--- src/rtl/lsu_ctrl.sv ---
// Load/store controller in front of a 24-bit word, byte-addressed data memory.
// Handles byte/half/word loads with zero/sign extension and performs
// read-modify-write for partial stores, since the memory only writes whole words.
// Every access is range-checked before the memory is touched.
//
// state | meaning
// IDLE  | waiting for a request; req_ready high
// READ  | memory read of the latched address (load or partial-store merge)
// WRITE | dm_wen asserted for this single cycle
// RESP  | response held until rsp_ready
module lsu_ctrl #(
  parameter int MEM_BYTES = 256,
  parameter int ADDR_W    = 24
) (
  input  logic              clk,
  input  logic              rst_n,
  input  logic              req_valid,
  output logic              req_ready,
  input  logic              req_we,
  input  logic [1:0]        req_size,
  input  logic              req_signed,
  input  logic [ADDR_W-1:0] req_addr,
  input  logic [23:0]       req_wdata,
  output logic              rsp_valid,
  input  logic              rsp_ready,
  output logic [23:0]       rsp_rdata,
  output logic              rsp_err,
  output logic [ADDR_W-1:0] dm_add,
  output logic [23:0]       dm_data_in,
  output logic              dm_wen,
  input  logic [23:0]       dm_data_out
);

  localparam logic [1:0] S_IDLE  = 2'd0;
  localparam logic [1:0] S_READ  = 2'd1;
  localparam logic [1:0] S_WRITE = 2'd2;
  localparam logic [1:0] S_RESP  = 2'd3;

  localparam logic [ADDR_W:0] LAST_BYTE = (ADDR_W+1)'(MEM_BYTES - 1);

  logic [1:0]        state_q, state_d;
  logic [ADDR_W-1:0] addr_q, addr_d;
  logic [1:0]        size_q, size_d;
  logic              we_q, we_d;
  logic              sgn_q, sgn_d;
  logic [23:0]       wdata_q, wdata_d;
  logic [23:0]       rdata_q, rdata_d;
  logic              err_q, err_d;

  logic [ADDR_W:0]   last_addr;
  logic              acc_err;
  logic [23:0]       load_val;
  logic [23:0]       merge_val;

  // Range check one bit wider than the address so a wrap past the top counts as out of range.
  always_comb begin
    last_addr = {1'b0, req_addr} + {{(ADDR_W-1){1'b0}}, req_size};
    acc_err   = (req_size == 2'd3) || (last_addr > LAST_BYTE);
  end

  // Load extraction from the MSB end of the read word, and store merge for partial writes.
  always_comb begin
    load_val  = dm_data_out;
    merge_val = wdata_q;
    case (size_q)
      2'd0: begin
        load_val  = sgn_q ? {{16{dm_data_out[23]}}, dm_data_out[23:16]}
                          : {16'h0000, dm_data_out[23:16]};
        merge_val = {wdata_q[7:0], dm_data_out[15:0]};
      end
      2'd1: begin
        load_val  = sgn_q ? {{8{dm_data_out[23]}}, dm_data_out[23:8]}
                          : {8'h00, dm_data_out[23:8]};
        merge_val = {wdata_q[15:0], dm_data_out[7:0]};
      end
      default: begin
        load_val  = dm_data_out;
        merge_val = wdata_q;
      end
    endcase
  end

  // Next-state and datapath register updates.
  always_comb begin
    state_d = state_q;
    addr_d  = addr_q;
    size_d  = size_q;
    we_d    = we_q;
    sgn_d   = sgn_q;
    wdata_d = wdata_q;
    rdata_d = rdata_q;
    err_d   = err_q;
    case (state_q)
      S_IDLE: begin
        if (req_valid) begin
          addr_d  = req_addr;
          size_d  = req_size;
          we_d    = req_we;
          sgn_d   = req_signed;
          wdata_d = req_wdata;
          rdata_d = 24'h000000;
          err_d   = acc_err;
          if (acc_err)                         state_d = S_RESP;
          else if (!req_we || req_size != 2'd2) state_d = S_READ;
          else                                 state_d = S_WRITE;
        end
      end
      S_READ: begin
        if (we_q) begin
          wdata_d = merge_val;
          state_d = S_WRITE;
        end else begin
          rdata_d = load_val;
          state_d = S_RESP;
        end
      end
      S_WRITE: state_d = S_RESP;
      default: if (rsp_ready) state_d = S_IDLE;
    endcase
  end

  // State and datapath flops with asynchronous reset.
  always_ff @(posedge clk or negedge rst_n) begin
    if (!rst_n) begin
      state_q <= S_IDLE;
      addr_q  <= '0;
      size_q  <= 2'd0;
      we_q    <= 1'b0;
      sgn_q   <= 1'b0;
      wdata_q <= 24'h000000;
      rdata_q <= 24'h000000;
      err_q   <= 1'b0;
    end else begin
      state_q <= state_d;
      addr_q  <= addr_d;
      size_q  <= size_d;
      we_q    <= we_d;
      sgn_q   <= sgn_d;
      wdata_q <= wdata_d;
      rdata_q <= rdata_d;
      err_q   <= err_d;
    end
  end

  // Outputs decode straight from state so reset clears them without waiting for a clock.
  always_comb begin
    req_ready  = (state_q == S_IDLE);
    rsp_valid  = (state_q == S_RESP);
    dm_wen     = (state_q == S_WRITE);
    rsp_rdata  = rdata_q;
    rsp_err    = err_q;
    dm_add     = addr_q;
    dm_data_in = wdata_q;
  end

endmodule

--- config.mk ---
export PLATFORM = sky130hd
export DESIGN_NAME = lsu_ctrl
export DESIGN_NICKNAME = d
export VERILOG_FILES = /design/src/rtl/lsu_ctrl.sv
export SDC_FILE = /design/constraint.sdc
export NUM_CORES = 1
export LEC_CHECK = 0
export ABC_AREA = 1
export CAP_MARGIN = 30
export CORE_ASPECT_RATIO = 1.2
export CORE_MARGIN = 2
export CORE_UTILIZATION = 49
export DETAILED_ROUTE_END_ITERATION = 8
export PLACE_DENSITY = 0.87
export SYNTH_ARGS = -nofsm -noshare
export SYNTH_HDL_FRONTEND = slang
export SYNTH_SLANG_ARGS = --single-unit
--- constraint.sdc ---
create_clock -name clk -period 2.68 [get_ports clk]
set_input_delay 0.536 -clock clk [delete_from_list [all_inputs] [get_ports clk]]
set_output_delay 0.536 -clock clk [all_outputs]
set_load 0.02 [all_outputs]
==> impl_metrics.tcl, run 1 <==
set metrics [dict create \
    status "finished, final reports clean" \
    utilization_pct 72.5 \
    critical_path.max_fanout 5 \
    period_needed_ns 2.36 \
    clk_pin_slew_worst_paths_ns 0.08 \
    design_area_sq_um 6180 \
    slew_headroom_pct 43.0 \
    clk_latency_ns 0.36 \
    dieWidth_um 89.2 \
    drt_iter0_markers 244 \
    cts_buffers 9 \
    cp-end-kind "register" \
    clock_sinks 79 \
    drtAntennaViolNets 0 \
    ys_types 29 \
    syn_area_per_cell_sq_um 7.63 \
    htree_levels 3 \
    gr-total-overflow 0 \
    drive_above_1_share_pct 6.97 \
    path_class "in2reg" \
    rsz0062_at_grt "no" \
    finalNonFillerCells 834 \
    post-place-cells 818 \
    root_buffer "clkbuf_8" \
    drt_wl_total_um 13400 \
    wl_per_cell_um 16.0 \
    postCtsHoldBufs 0 \
    p_leak_nw 2.77 \
    layout_common_cells "154 x clkdlybuf4s50_1, 150 x nand2_1, 79 x dfrtp_1, 63 x inv_1" \
    drv_slew 0 \
    grt_usage_pct 28.9 \
    final-hold-violation-count 0 \
    viasPerCell 5.42 \
    ctsResizeCount 0 \
    fin_tns_setup_ns 0 \
    nets 799 \
    p_per_area_nw_per_um2 1140 \
    skew_ns 0.0112 \
    fp.dieH_um 106 \
    start_util_pct 50.1 \
    max_slew.worst_pin.slew_ns 0.849 \
    cpMostUsedCell "nand2_1" \
    crit_path_start_kind "input pin" \
    clock_path_buffers 2 \
    fp-row-count 37 \
    crit_chain "clkdlybuf4s50_1 > ha_1 > nand2_1 > nand2_1 > nand2_1 > nor2_4 > nand2_2 > nand2_1 > nand2_1 > nor2_1 > nand3_1 > nor2_2 > nand3_1 > nand2_1 > nand2_1 > nand2_1 > nand2_1" \
    die_area_sq_um 9480 \
    synthCells 559 \
    io_buffers 155 \
    finalCritPeriodShare_pct 88.1 \
    yosys_warnings 0 \
    ir_worst_vdd_uv 693 \
    diodes 0 \
    dr.pass1.iters 5 \
    postCtsSetupRepairBufs 0 \
    grt_start_max_net_pins 44 \
    cts_tree "built" \
    cp.arrival_ns 2.61 \
    drc 0 \
    syn_area_sq_um 4270 \
    mostFrequentLayoutCell "clkdlybuf4s50_1" \
    io_pins 156 \
    layout-area-overhead-vs-synth_pct 44.8 \
    hold_class "in2async" \
    place_area_sq_um 5970 \
    gp_congestion 0.882 \
    crit_required_ns 2.93 \
    worstRegToRegCells 9 \
    syn_nets 646 \
    cap_violations 0 \
    grt_pass1_vias 4552 \
    core-area_sq_um 8520 \
    cpPeakStageDelay_ns 0.51 \
    grt_first_pass_wirelength_um 21200 \
    num_vias 4522 \
    grt_antenna_before_repair 0 \
    finalSetupViolations 0 \
    ys_ff_latch 79 \
    fin_ws_ns 0.318 \
    yosysSeqAreaShare_pct 46.3 \
    max_freq_ghz 0.423 \
    post-place-ws_ns -0.0469 \
    critPathSlowestCell "clkdlybuf4s50_1" \
    dpl.hpwl_um 10100 \
]
-- cell usage after synthesis --
| master | n | area, sq um |
|---|---|---|
| nor3_1 | 4 | 20.0 |
| a31oi_1 | 9 | 56.3 |
| o21ai_0 | 47 | 235 |
| o21ai_1 | 2 | 10.0 |
| inv_2 | 1 | 3.75 |
| a221oi_1 | 8 | 70.1 |
| ha_1 | 6 | 75.1 |
| xor2_1 | 3 | 26.3 |
| fa_1 | 1 | 20.0 |
| nand3_1 | 12 | 60.1 |
| nor3_2 | 1 | 10.0 |
| nand3_2 | 1 | 10.0 |
| o22ai_1 | 24 | 150 |
| nor2_2 | 6 | 37.5 |
| a211oi_1 | 7 | 52.6 |
| and2_1 | 1 | 6.26 |
| nand2_2 | 6 | 37.5 |
| and3_1 | 1 | 6.26 |
| a22o_1 | 8 | 70.1 |
| dfrtp_1 | 79 | 1980 |
| a21oi_1 | 39 | 195 |
| clkbuf_1 | 22 | 82.6 |
| clkinv_1 | 1 | 3.75 |
| nand2_1 | 150 | 563 |
| nand4_1 | 2 | 12.5 |
| inv_1 | 63 | 236 |
| nor2_4 | 4 | 45.0 |
| buf_2 | 3 | 15.0 |
| nor2_1 | 48 | 180 |
-- power breakdown --
group          switching [mW]  internal (mW)
Sequential              0.359           1.75
Combinational            2.29           1.69
Clock                   0.463          0.459
Total                    3.12           3.91
-- final timing paths --
| path | from | endpoint | slack (ns) |
|---|---|---|---|
| setup / recovery | req_size[1] | state_q[0] | 0.32 |
| hold / removal | rst_n | rsp_rdata[5] | 0.17 |
| setup reg to reg | state_q[1] | dm_data_in[8] | 0.63 |
| hold reg to reg | sgn_q | sgn_q | 0.49 |
| max in group asynchronous | rst_n | dm_add[22] | 1.89 |
| min in group clk | sgn_q | sgn_q | 0.49 |
-- worst max-delay path, delay by kind of cell --
family | cells | cell delay [ns]
adder cells (fa/ha/maj) | 1 | 0.35
buffers and inverters | 1 | 0.51
AND/OR/NAND/NOR | 15 | 1.22
-- routing by layer --
metal | part of all wire (%) | routed length (um) | up-vias | global-route usage, %
met5 | 0 | 0 | - | 0
met4 | 2.5 | 340 | 0 | 11.0
met3 | 10 | 1360 | 36 | 6.83
met2 | 49 | 6560 | 247 | 49.2
met1 | 38 | 5130 | 2085 | 34.8
li1 | - | - | 2154 | -
-- state kept, by name, indices dropped and copies added (netlist names) --
signal,flops
dm_data_in,24
rsp_rdata,24
dm_add,24
state_q,2
size_q,2
sgn_q,1
we_q,1
rsp_err,1
-- final cells by class --
class                   instances  area [sq um]
well taps                     117           146
flip-flops and latches         79          1980
fillers                       698          2340
multi-input cells             390          1960
inverters                      65           244
repair buffers                167          1650
clock buffers                  10           138
clock inverters                 6          67.6
-- metrics by stage --
stage,power [mW],hold slack [ns]
floorplan,4.35,0.240
global placement,5.99,0.467
detailed placement,6.11,0.465
CTS,7.05,0.184
global route,7.50,0.202
finish,7.02,0.167
-- cell families after synthesis --
family	synth area share [%]
compound gates	19.7
xor+xnor	0.616
fa+ha+maj	2.23
buf+inv	8.00
flops	46.3
simple gates	23.2
(Power assumes the default switching activity.)
==> run 2: changes to the inputs <==
--- a/config.mk
+++ b/config.mk
@@ -12,6 +12,7 @@
 export CORE_UTILIZATION = 49
 export DETAILED_ROUTE_END_ITERATION = 8
 export PLACE_DENSITY = 0.87
+export REMOVE_ABC_BUFFERS = 1
 export SYNTH_ARGS = -nofsm -noshare
 export SYNTH_HDL_FRONTEND = slang
 export SYNTH_SLANG_ARGS = --single-unit
==> run 2 against run 1 <==
Non-clock buffer count increased by 2. Clock skew decreased by 0.0027 ns. Combinational power about the same. Clock-buffer cell count increased by 1. Die area unchanged. Critical path depth decreased by 1. Register-to-register slack improved by 0.14 ns. Largest power group unchanged. Highest routed layer unchanged.
==> impl_metrics.tcl, run 2 (synthesized netlist as in run 1, its figures left out) <==
set metrics [dict create \
    fin_tns_setup_ns 0 \
    io_buffers 155 \
    wl_per_cell_um 15.1 \
    p_comb_share_pct 57.6 \
    pwr-share-clk_pct 11.8 \
    status "finished, final reports clean" \
    grt_usage_pct 26.7 \
    slew_headroom_pct 36.0 \
    core-area_sq_um 8520 \
    io_pins 156 \
    path_class "in2reg" \
    clock_path_buffers 2 \
    drtAntennaViolNets 0 \
    drt_wl_total_um 12700 \
    max_slew.worst_pin.slew_ns 0.953 \
    grt_pass1_vias 4381 \
    viasPerCell 5.37 \
    postCtsHoldBufs 0 \
    num_vias 4492 \
    period_needed_ns 2.44 \
    mostFrequentLayoutCell "clkdlybuf4s50_1" \
    cts_buffers 9 \
    drc 0 \
    grt_antenna_before_repair 0 \
    root_buffer "clkbuf_8" \
    rsz0062_at_grt "no" \
    htree_levels 3 \
    dpl.hpwl_um 9440 \
    cp.buffers_inverters 1 \
    cpMostUsedCell "nand2_1" \
    clk_pin_slew_worst_paths_ns 0.08 \
    hold_class "in2async" \
    final-hold-violation-count 0 \
    cp.arrival_ns 2.70 \
    cpLargestDelayFamily "simple AND/OR/NAND/NOR gates" \
    finalSetupViolations 0 \
    layout-area-overhead-vs-synth_pct 44.4 \
    place_area_sq_um 5990 \
    dieWidth_um 89.2 \
    clock_sinks 79 \
    crit_path_start_kind "input pin" \
    dr.pass1.iters 7 \
    max_freq_ghz 0.410 \
    crit_required_ns 2.94 \
    skew_ns 0.00859 \
    drt_iter0_markers 180 \
    ctsResizeCount 0 \
    swShare_pct 44.6 \
    cts_tree "built" \
    clk_latency_ns 0.37 \
    start_util_pct 50.1 \
    p_sw_mw 3.07 \
    utilization_pct 72.4 \
    post-place-ws_ns -0.106 \
    fin_ws_ns 0.241 \
    diodes 0 \
    gp_congestion 0.886 \
    design_area_sq_um 6160 \
    gr-total-overflow 0 \
    ir_worst_vdd_uv 605 \
    finalCritPeriodShare_pct 91.0 \
    cp-end-kind "register" \
    layout_common_cells "154 x clkdlybuf4s50_1, 150 x nand2_1, 79 x dfrtp_1, 63 x inv_1" \
    cap_violations 0 \
    drv_slew 0 \
    p_per_area_nw_per_um2 1120 \
    postCtsSetupRepairBufs 0 \
    fp.dieH_um 106 \
    fp-row-count 37 \
    critPathSlowestCell "clkdlybuf4s50_1" \
    grt_start_max_net_pins 80 \
    drive_above_1_share_pct 7.09 \
    critical_path.max_fanout 3 \
    total_power_mw 6.89 \
    p_int_mw 3.82 \
    p_seq_share_pct 30.7 \
    nets 801 \
    die_area_sq_um 9480 \
    grt_first_pass_wirelength_um 19800 \
    crit_chain "clkdlybuf4s50_1 > ha_1 > fa_1 > nand2_1 > nor2_2 > nand3_1 > nand2_1 > and2_1 > nor2_1 > nand3_1 > nor2_2 > nand3_1 > nand2_1 > nand2_1 > nand2_1 > nand2_1" \
    cpPeakStageDelay_ns 0.44 \
    p_leak_nw 2.77 \
]
-- run 2: cell count changes in the layout (fill, tap and decap cells not counted), sizes merged --
| cell | previous run | this run |
|---|---|---|
| inv | 65 | 64 |
| bufinv | 1 | 0 |
| clkinv | 3 | 4 |
| buf | 13 | 15 |
| clkbuf | 10 | 11 |
-- run 2: worst paths after layout --
kind | start | cells past startpoint | endpoint | slack [ns]
setup / recovery | req_size[0] | 16 | state_q[0] | 0.24
hold reg to reg | dm_add[16] | 2 | dm_add[16] | 0.48
max in group asynchronous | rst_n | 2 | dm_add[21] | 2.16
setup reg to reg | state_q[0] | 10 | dm_data_in[0] | 0.77
hold / removal | rst_n | 2 | dm_data_in[16] | 0.20
min in group clk | dm_add[16] | 2 | dm_add[16] | 0.48
-- run 2: power groups by stage --
| stage | Sequential [mW] | Clock, mW | Combinational, mW |
|---|---|---|---|
| after floorplan | 2.72 | 0 | 1.54 |
| after global routing | 2.17 | 0.881 | 4.32 |
| after CTS | 2.11 | 0.817 | 3.97 |
| after global placement | 2.11 | 0 | 3.86 |
| after detailed placement | 2.13 | 0 | 3.95 |
| final | 2.11 | 0.810 | 3.96 |
-- run 2: routing by layer --
metal,up-vias,GRT usage (%),wire (um)
li1,2156,-,-
met1,2087,31.0,4830
met2,214,45.8,6340
met3,35,7.38,1160
met4,0,10.4,327
met5,-,0,0
-- run 2: cell type report --
class / count / area (sq um)
clock buffer: 11 / 141
clock inverter: 5 / 33.8
fill: 684 / 2350
inverter: 65 / 244
multi-input combinational: 390 / 1960
sequential: 79 / 1980
tap: 117 / 146
timing repair buffer: 169 / 1670
-- run 2: metrics by stage --
stage / hold WS, ns / std cells
floorplan: 0.240 / 534
global placement: 0.465 / 820
detailed placement: 0.464 / 820
CTS: 0.214 / 836
global route: 0.219 / 836
finish: 0.195 / 836
-- run 2: worst register-to-register path, cell delays in order, from the launching register on --
cell     delay (ns)
dfrtp_1        0.42
inv_1          0.10
ha_1           0.27
nand2_1        0.11
inv_1          0.08
a21oi_1        0.06
inv_1          0.09
nand2_1        0.08
inv_1          0.36
nor2_1         0.09
a31oi_1        0.17
